==> src/rtl/fft_pkg.sv <==
// Shared constants, types and helpers for the FFT datapath front end.
package fft_pkg;

  localparam int WIDTH      = 24;
  localparam int HALF_WIDTH = WIDTH / 2;

  typedef struct packed {
    logic signed [HALF_WIDTH-1:0] re;
    logic signed [HALF_WIDTH-1:0] im;
  } complex_t;

  // Real sample to complex word: real part is the sample, imaginary part is zero.
  function automatic complex_t pack_real(input logic signed [HALF_WIDTH-1:0] s);
    complex_t c;
    c.re = s;
    c.im = '0;
    return c;
  endfunction

  // Number of base-4 digits needed to index n points (floor of log4).
  function automatic int log4(input int n);
    int r;
    r = 0;
    for (int i = 1; i < 15; i++) begin
      if ((1 << (2 * i)) <= n) r = i;
    end
    return r;
  endfunction

endpackage

==> src/rtl/fft_sample_loader_digit_rev4.sv <==
// Reverses the order of the base-4 digits of a group index.
module digit_rev4 #(
  parameter int DIGITS = 1
) (
  input  logic [2*DIGITS-1:0] g,
  output logic [2*DIGITS-1:0] rev
);

  // Digit i of the result is digit DIGITS-1-i of the input.
  always_comb begin
    rev = '0;
    for (int i = 0; i < DIGITS; i++) begin
      rev[2*i +: 2] = g[2*(DIGITS-1-i) +: 2];
    end
  end

endmodule

==> src/rtl/fft_sample_loader.sv <==
// Ping-pong frame buffer that emits radix-4 digit-reversed groups of four
// packed complex words for the first butterfly stage.
module fft_sample_loader #(
  parameter int WIDTH    = 24,
  parameter int N_POINTS = 16
) (
  input  logic                        clk,
  input  logic                        rst,
  input  logic signed [WIDTH/2-1:0]   sample_in,
  input  logic                        sample_valid,
  output logic                        sample_ready,
  output logic [WIDTH-1:0]            a,
  output logic [WIDTH-1:0]            b,
  output logic [WIDTH-1:0]            c,
  output logic [WIDTH-1:0]            d,
  output logic                        group_valid,
  input  logic                        group_ready,
  output logic                        frame_first,
  output logic                        frame_last
);
  import fft_pkg::*;

  localparam int HALF  = WIDTH / 2;
  localparam int LOG4N = log4(N_POINTS);
  localparam int DIG   = LOG4N - 1;
  localparam int GW    = 2 * DIG;
  localparam int IW    = 2 * LOG4N;
  localparam int Q     = N_POINTS / 4;

  localparam logic [GW-1:0] LAST_G   = GW'(Q - 1);
  localparam logic [IW-1:0] LAST_IDX = IW'(N_POINTS - 1);

  localparam logic [0:0] IDLE = 1'b0;
  localparam logic [0:0] EMIT = 1'b1;

  if (N_POINTS < 16 || (1 << (2 * LOG4N)) != N_POINTS) begin : g_bad_n_points
    $error("fft_sample_loader: N_POINTS must be a power of 4 and at least 16");
  end

  function automatic logic [WIDTH-1:0] pack_word(input logic signed [HALF-1:0] s);
    return {s, {HALF{1'b0}}};
  endfunction

  logic signed [HALF-1:0] mem [2][N_POINTS];

  logic          wr_bank;
  logic          rd_bank;
  logic          wr_full;
  logic          wr_full_next;
  logic [IW-1:0] wr_idx;
  logic [0:0]    state;
  logic [GW-1:0] g;
  logic [GW-1:0] g_rev;

  logic in_hs;
  logic out_free;
  logic emit_load;
  logic read_done;
  logic swap;

  assign rd_bank   = ~wr_bank;
  assign in_hs     = sample_valid && sample_ready;
  assign out_free  = !group_valid || group_ready;
  assign emit_load = (state == EMIT) && out_free;
  assign read_done = emit_load && (g == LAST_G);
  // The read side frees its bank as soon as the last group is in the output
  // register, which lets the next frame start with no bubble.
  assign swap      = wr_full && ((state == IDLE) || read_done);

  digit_rev4 #(.DIGITS(DIG)) u_rev (
    .g   (g),
    .rev (g_rev)
  );

  // Next value of the write-bank full flag.
  always_comb begin
    wr_full_next = wr_full;
    if (swap)                              wr_full_next = 1'b0;
    else if (in_hs && wr_idx == LAST_IDX)  wr_full_next = 1'b1;
  end

  // Write side, bank swap and read FSM control state.
  always_ff @(posedge clk) begin
    if (rst) begin
      wr_bank      <= 1'b0;
      wr_full      <= 1'b0;
      wr_idx       <= '0;
      state        <= IDLE;
      g            <= '0;
      sample_ready <= 1'b0;
    end else begin
      sample_ready <= !wr_full_next;
      wr_full      <= wr_full_next;
      if (in_hs) wr_idx <= wr_idx + IW'(1);
      if (swap)  wr_bank <= ~wr_bank;
      if (swap) begin
        state <= EMIT;
        g     <= '0;
      end else if (read_done) begin
        state <= IDLE;
      end else if (emit_load) begin
        g <= g + GW'(1);
      end
    end
  end

  // Sample storage; contents are don't-care until written.
  always_ff @(posedge clk) begin
    if (in_hs) mem[wr_bank][wr_idx] <= sample_in;
  end

  // ---- output register stage: one group per accepted slot ----
  always_ff @(posedge clk) begin
    if (rst) begin
      a           <= '0;
      b           <= '0;
      c           <= '0;
      d           <= '0;
      group_valid <= 1'b0;
      frame_first <= 1'b0;
      frame_last  <= 1'b0;
    end else if (emit_load) begin
      a           <= pack_word(mem[rd_bank][{2'd0, g_rev}]);
      b           <= pack_word(mem[rd_bank][{2'd1, g_rev}]);
      c           <= pack_word(mem[rd_bank][{2'd2, g_rev}]);
      d           <= pack_word(mem[rd_bank][{2'd3, g_rev}]);
      group_valid <= 1'b1;
      frame_first <= (g == '0);
      frame_last  <= (g == LAST_G);
    end else if (group_ready) begin
      group_valid <= 1'b0;
    end
  end

endmodule

==> config.mk <==
export PLATFORM = sky130hd
export DESIGN_NAME = fft_sample_loader
export DESIGN_NICKNAME = d
export VERILOG_FILES = /design/src/rtl/fft_pkg.sv /design/src/rtl/fft_sample_loader_digit_rev4.sv /design/src/rtl/fft_sample_loader.sv
export SDC_FILE = /design/constraint.sdc
export NUM_CORES = 1
export LEC_CHECK = 0
export CAP_MARGIN = 10
export CORE_UTILIZATION = 60
export DETAILED_ROUTE_END_ITERATION = 10
export PLACE_DENSITY = 0.81
export SETUP_SLACK_MARGIN = 0.05
export SYNTH_ARGS = -nofsm -noshare
export SYNTH_HDL_FRONTEND = slang
export SYNTH_SLANG_ARGS = --single-unit
export TNS_END_PERCENT = 1
==> constraint.sdc <==
create_clock -name clk -period 6.32 [get_ports clk]
set_clock_uncertainty 0.1 [all_clocks]
set_input_delay 1.264 -clock clk [delete_from_list [all_inputs] [get_ports clk]]
set_output_delay 1.264 -clock clk [all_outputs]
set_load 0.01 [all_outputs]
* Yosys cells after proc, flatten, opt, wreduce, memory -nomap -nowiden *
Memories as Yosys holds them, arrays and structs flattened.
Index checks and enable logic that the tools add are counted.

word-level totals
  input port bits = 16
  register bits = 61
  memories = 1
  bits in writable memories = 384
  logic and storage cells = 69
  output and inout bits = 100

memories
  name  words  bits a word  read ports  clocked after memory_dff  wr ports  line                     text
  mem   2      192          1           0                         1         fft_sample_loader.sv:44  logic signed [HALF-1:0] mem [2][N_POINTS];

operators by class
  equality and inequality tests = 2
  mux-type cells = 22
  add/subtract/negate cells = 2
  bitwise gates (word level) = 8
  order comparisons = 6
  reductions and logical operators = 15

operators with widths
  operator             count
  $bmux 12 s4          4
  $mux 192             1
  $mux 12              9
  $demux 12 s4         1
  $ge 5x5->1 const B   5
  $not 4->5            3
  $mux 1               7
  $logic_and 1x1->1    6
  $lt 5x1->1 const B   1
  $not 2->5            1
  $not 3->5            1
  $add 4x1->4 const B  1
  $eq 4x4->1 const B   1
  $reduce_bool 2->1    2
  $not 1->1            3
  $add 2x1->2 const B  1
  $eq 2x2->1 const B   1
  $logic_not 1->1      2
  $logic_not 2->1      1
  $logic_or 1x1->1     2
  $reduce_and 2->1     1
  $reduce_or 2->1      1

* Logic depth before layout (Yosys ltp) *
  depth after elaboration = 8
  gate-level depth with buffers = 7
  mapped depth without buffers = 4

* Cells and area by module *
From an unflattened synthesis, not the netlist that was laid out.

unflattened totals
  cell total of the unflattened synthesis = 1094
  area, all modules = 17703.2 µm²

modules (own cells, without submodules)
  module             cells an instance  times used  area each (µm²)  seq. area each (µm²)
  fft_sample_loader  1092               1           17688.2          12752.2
  digit_rev4         2                  1           15.0             0.0

* Worst setup path before layout *
OpenSTA, ideal clock, no wires.

  kind = input -> register
  from = input sample_valid
  to = memory mem[0][0] (netlist name), enable pin
  buffers on the path = 1
  arrival = 2.295 ns
  required time = 5.840 ns
  path slack = 3.544 ns
  setup time = 0.380 ns
  stages on the path = 4
  cells stage by stage = and2_1 > buf_2 > nand2_1 > nor2_1

between the ends
  longest elaborated chain between the ends = 3

ends and longest elaborated chain
  element                         line                      text
  from (decl)                     fft_sample_loader.sv:10   input logic sample_valid,
  $logic_and 1x1->1               fft_sample_loader.sv:62   assign in_hs = sample_valid && sample_ready;
  $mux 1                          fft_sample_loader.sv:109  if (in_hs) mem[wr_bank][wr_idx] <= sample_in;
  $mux 192 (not written as such)  fft_sample_loader.sv:109
  to (decl)                       fft_sample_loader.sv:44

No other way between the ends.

* Worst setup path after layout *
  from = input sample_valid
  to = memory mem[1][155] (netlist name), enable pin

The elaborated chain is that of the path after synthesis.

==> reports/qor.csv <==
metric,value,unit
reg2reg_depth,5,
synthTopCellsByArea,"edfxtp_1 (65%), mux2i_1 (11%), dfxtp_1 (6.9%)",
holdPathEnd,frame_last,
netlist_area,17700,sq um
grt_start_max_net_pins,147,
synth_seq_cells,445,
grt.total_usage,24.5,%
ant_nets,0,
core-area,28900,sq um
root_buffer,clkbuf_16,
dp_hpwl,20.4,mm
synthCells,1087,
total_power,5.75,mW
min_period_over_period,55.1,%
gp_congestion,0.751,
via_count,9350,
yosysUniqueCellTypes,34,
irDropWorstVdd,0.284,mV
clock_latency,0.54,ns
final_cell_mix,"edfxtp_1 (384), mux2i_1 (194), a22oi_1 (96), nor2_1 (87), clkdlybuf4s50_1 (62)",
crit_path_max_fanout,12,
grt_pass1_vias,9264,
die_h,174,um
r2r-end,a[17],
numCtsBuffers,42,
drt-total-wl,36.8,mm
r2r_start,wr_bank,
antenna_found_initial,0,
drc,0,
cts_sinks,445,
diodes,0,
tns,0,ns
cp.required,6.36,ns
fin_crit,3.48,ns
reg2reg_setup_slack,3.38,ns
firstDrtPassIters,5,
wire_per_inst,23.5,um
yosys_warnings,0,
clk_path_buf_depth,3,
final.setup.worst_slack,2.84,ns
report.final.slew_viol_count,0,
grt-ovfl-total,0,
max_freq,0.287,GHz
num_io_pins,116,
power_density,293,nW/um^2
tightest_slew,1.17,ns
critPathLaunchType,input port,
vias_per_cell,5.97,
grt_pass1_wl,55.2,mm
hold_buffers,0,
grt_setup_unrepaired,no,
yosys.area.top_type,edfxtp_1,
setup_violations,0,
critical_path_class,input port to flip-flop,
finalNetCount,1170,
initial_core_util,61.3,%
postCtsSetupBuffers,0,
dp.cells,1488,
yosysTopAreaCellShare,65.2,%
syn_avg_cell_area,16.3,sq um
drive_gt1_share,11.2,%
pre_cts_ws,2.35,ns
drtIter0Drc,1007,
whs,0.368,ns
dieWidth,174,um
port_buffers,67,
whs_path_depth,2,
yosysSeqAreaShare,72.1,%
status,finished clean,
clkTransAtPathRegs,0.06,ns
cap_violations,0,
area_delta_synth_final,11.1,%
final_common_cell,edfxtp_1,
final_cell_count_no_fill,1566,
min_from,frame_last,
die_area,30200,sq um
htree_levels,2,
ctsResizeCount,0,
end_kind,flip-flop,
place_area,18300,sq um
fin_util,68.1,%
max-slew-margin-rel,21.9,%
p_leak,5.93,nW
stdcell_area,19600,sq um
hold_viol_final,0,
cp_data_arrival_time,3.53,ns
cts_tree,done,
num_rows,62,
hp-class,flip-flop to flip-flop,
## flip-flops by register name, indices dropped and copies added (netlist names), 2 cells and up
signal,count
mem,384
a,12
b,12
c,12
d,12
wr_idx,4
g,2
## worst max path at each step
stage | start | end
finish | sample_valid | mem[1][155]
detailed placement | sample_valid | mem[0][7]
global placement | sample_valid | mem[0][2]
floorplan | sample_valid | mem[0][0]
CTS | sample_valid | mem[1][155]
global route | sample_valid | mem[0][0]
## routing by layer
metal / part of all wire, % / GRT usage, % / up-vias / routed length, um
met5: 0 / 0 / - / 0
met4: 3.1 / 8.48 / 0 / 1160
met3: 9.9 / 4.19 / 92 / 3640
met2: 48 / 39.6 / 529 / 17700
met1: 39 / 34.1 / 4555 / 14300
li1: - / - / 4174 / -
## cells by family after synthesis
group | count (synthesis) | synth area share (%)
buffers and inverters | 117 | 4.96
multiplexers | 194 | 11.0
XOR/XNOR | 4 | 0.198
flip-flops | 445 | 72.1
adder cells (fa/ha/maj) | 6 | 0.425
AND/OR/NAND/NOR | 166 | 5.52
AO/OA/AOI/OAI | 154 | 5.75
other | 1 | 0.0212
## Yosys cell counts
cell type  count
nand3b_1       3
or3b_1         2
xnor2_1        2
nand2b_1       1
dfxtp_1       61
a22oi_1       96
o21ai_0        1
nand2_1       10
and2_1         2
nor2b_2        1
edfxtp_1     384
clkbuf_4       1
buf_2         10
conb_1         1
clkbuf_1      24
a21oi_1       55
nor2_1        89
a41oi_1        1
or3_1          2
mux2i_1      194
nor2b_1        2
inv_1          5
inv_2          1
buf_12        10
a21o_1         1
buf_6          1
nor3_1         4
xor2_1         2
nand4_1        1
ha_1           6
buf_8          1
nand3_1        1
buf_4         64
nor3_2        48
## final cells by class
cell class,count,area [sq um]
Sequential cell,445,12800
Timing Repair Buffer,81,766
Inverter,6,22.5
Clock buffer,60,1200
Multi-Input combinational cell,572,4260
Tap cell,384,480
Fill cell,1877,9220
Clock inverter,18,155
## report_power, final
group | switching (mW) | total [mW] | internal (mW)
registers | 0.00313 | 3.20 | 3.19
clock network | 1.01 | 2.46 | 1.45
logic | 0.0844 | 0.0976 | 0.0132
## critical path, stage by stage
cell	delay [ns]
clkdlybuf4s50_1	0.45
and2_1	0.39
nand2_1	0.48
nor2_1	0.94
Note: power is estimated with default switching activity, not from simulation.
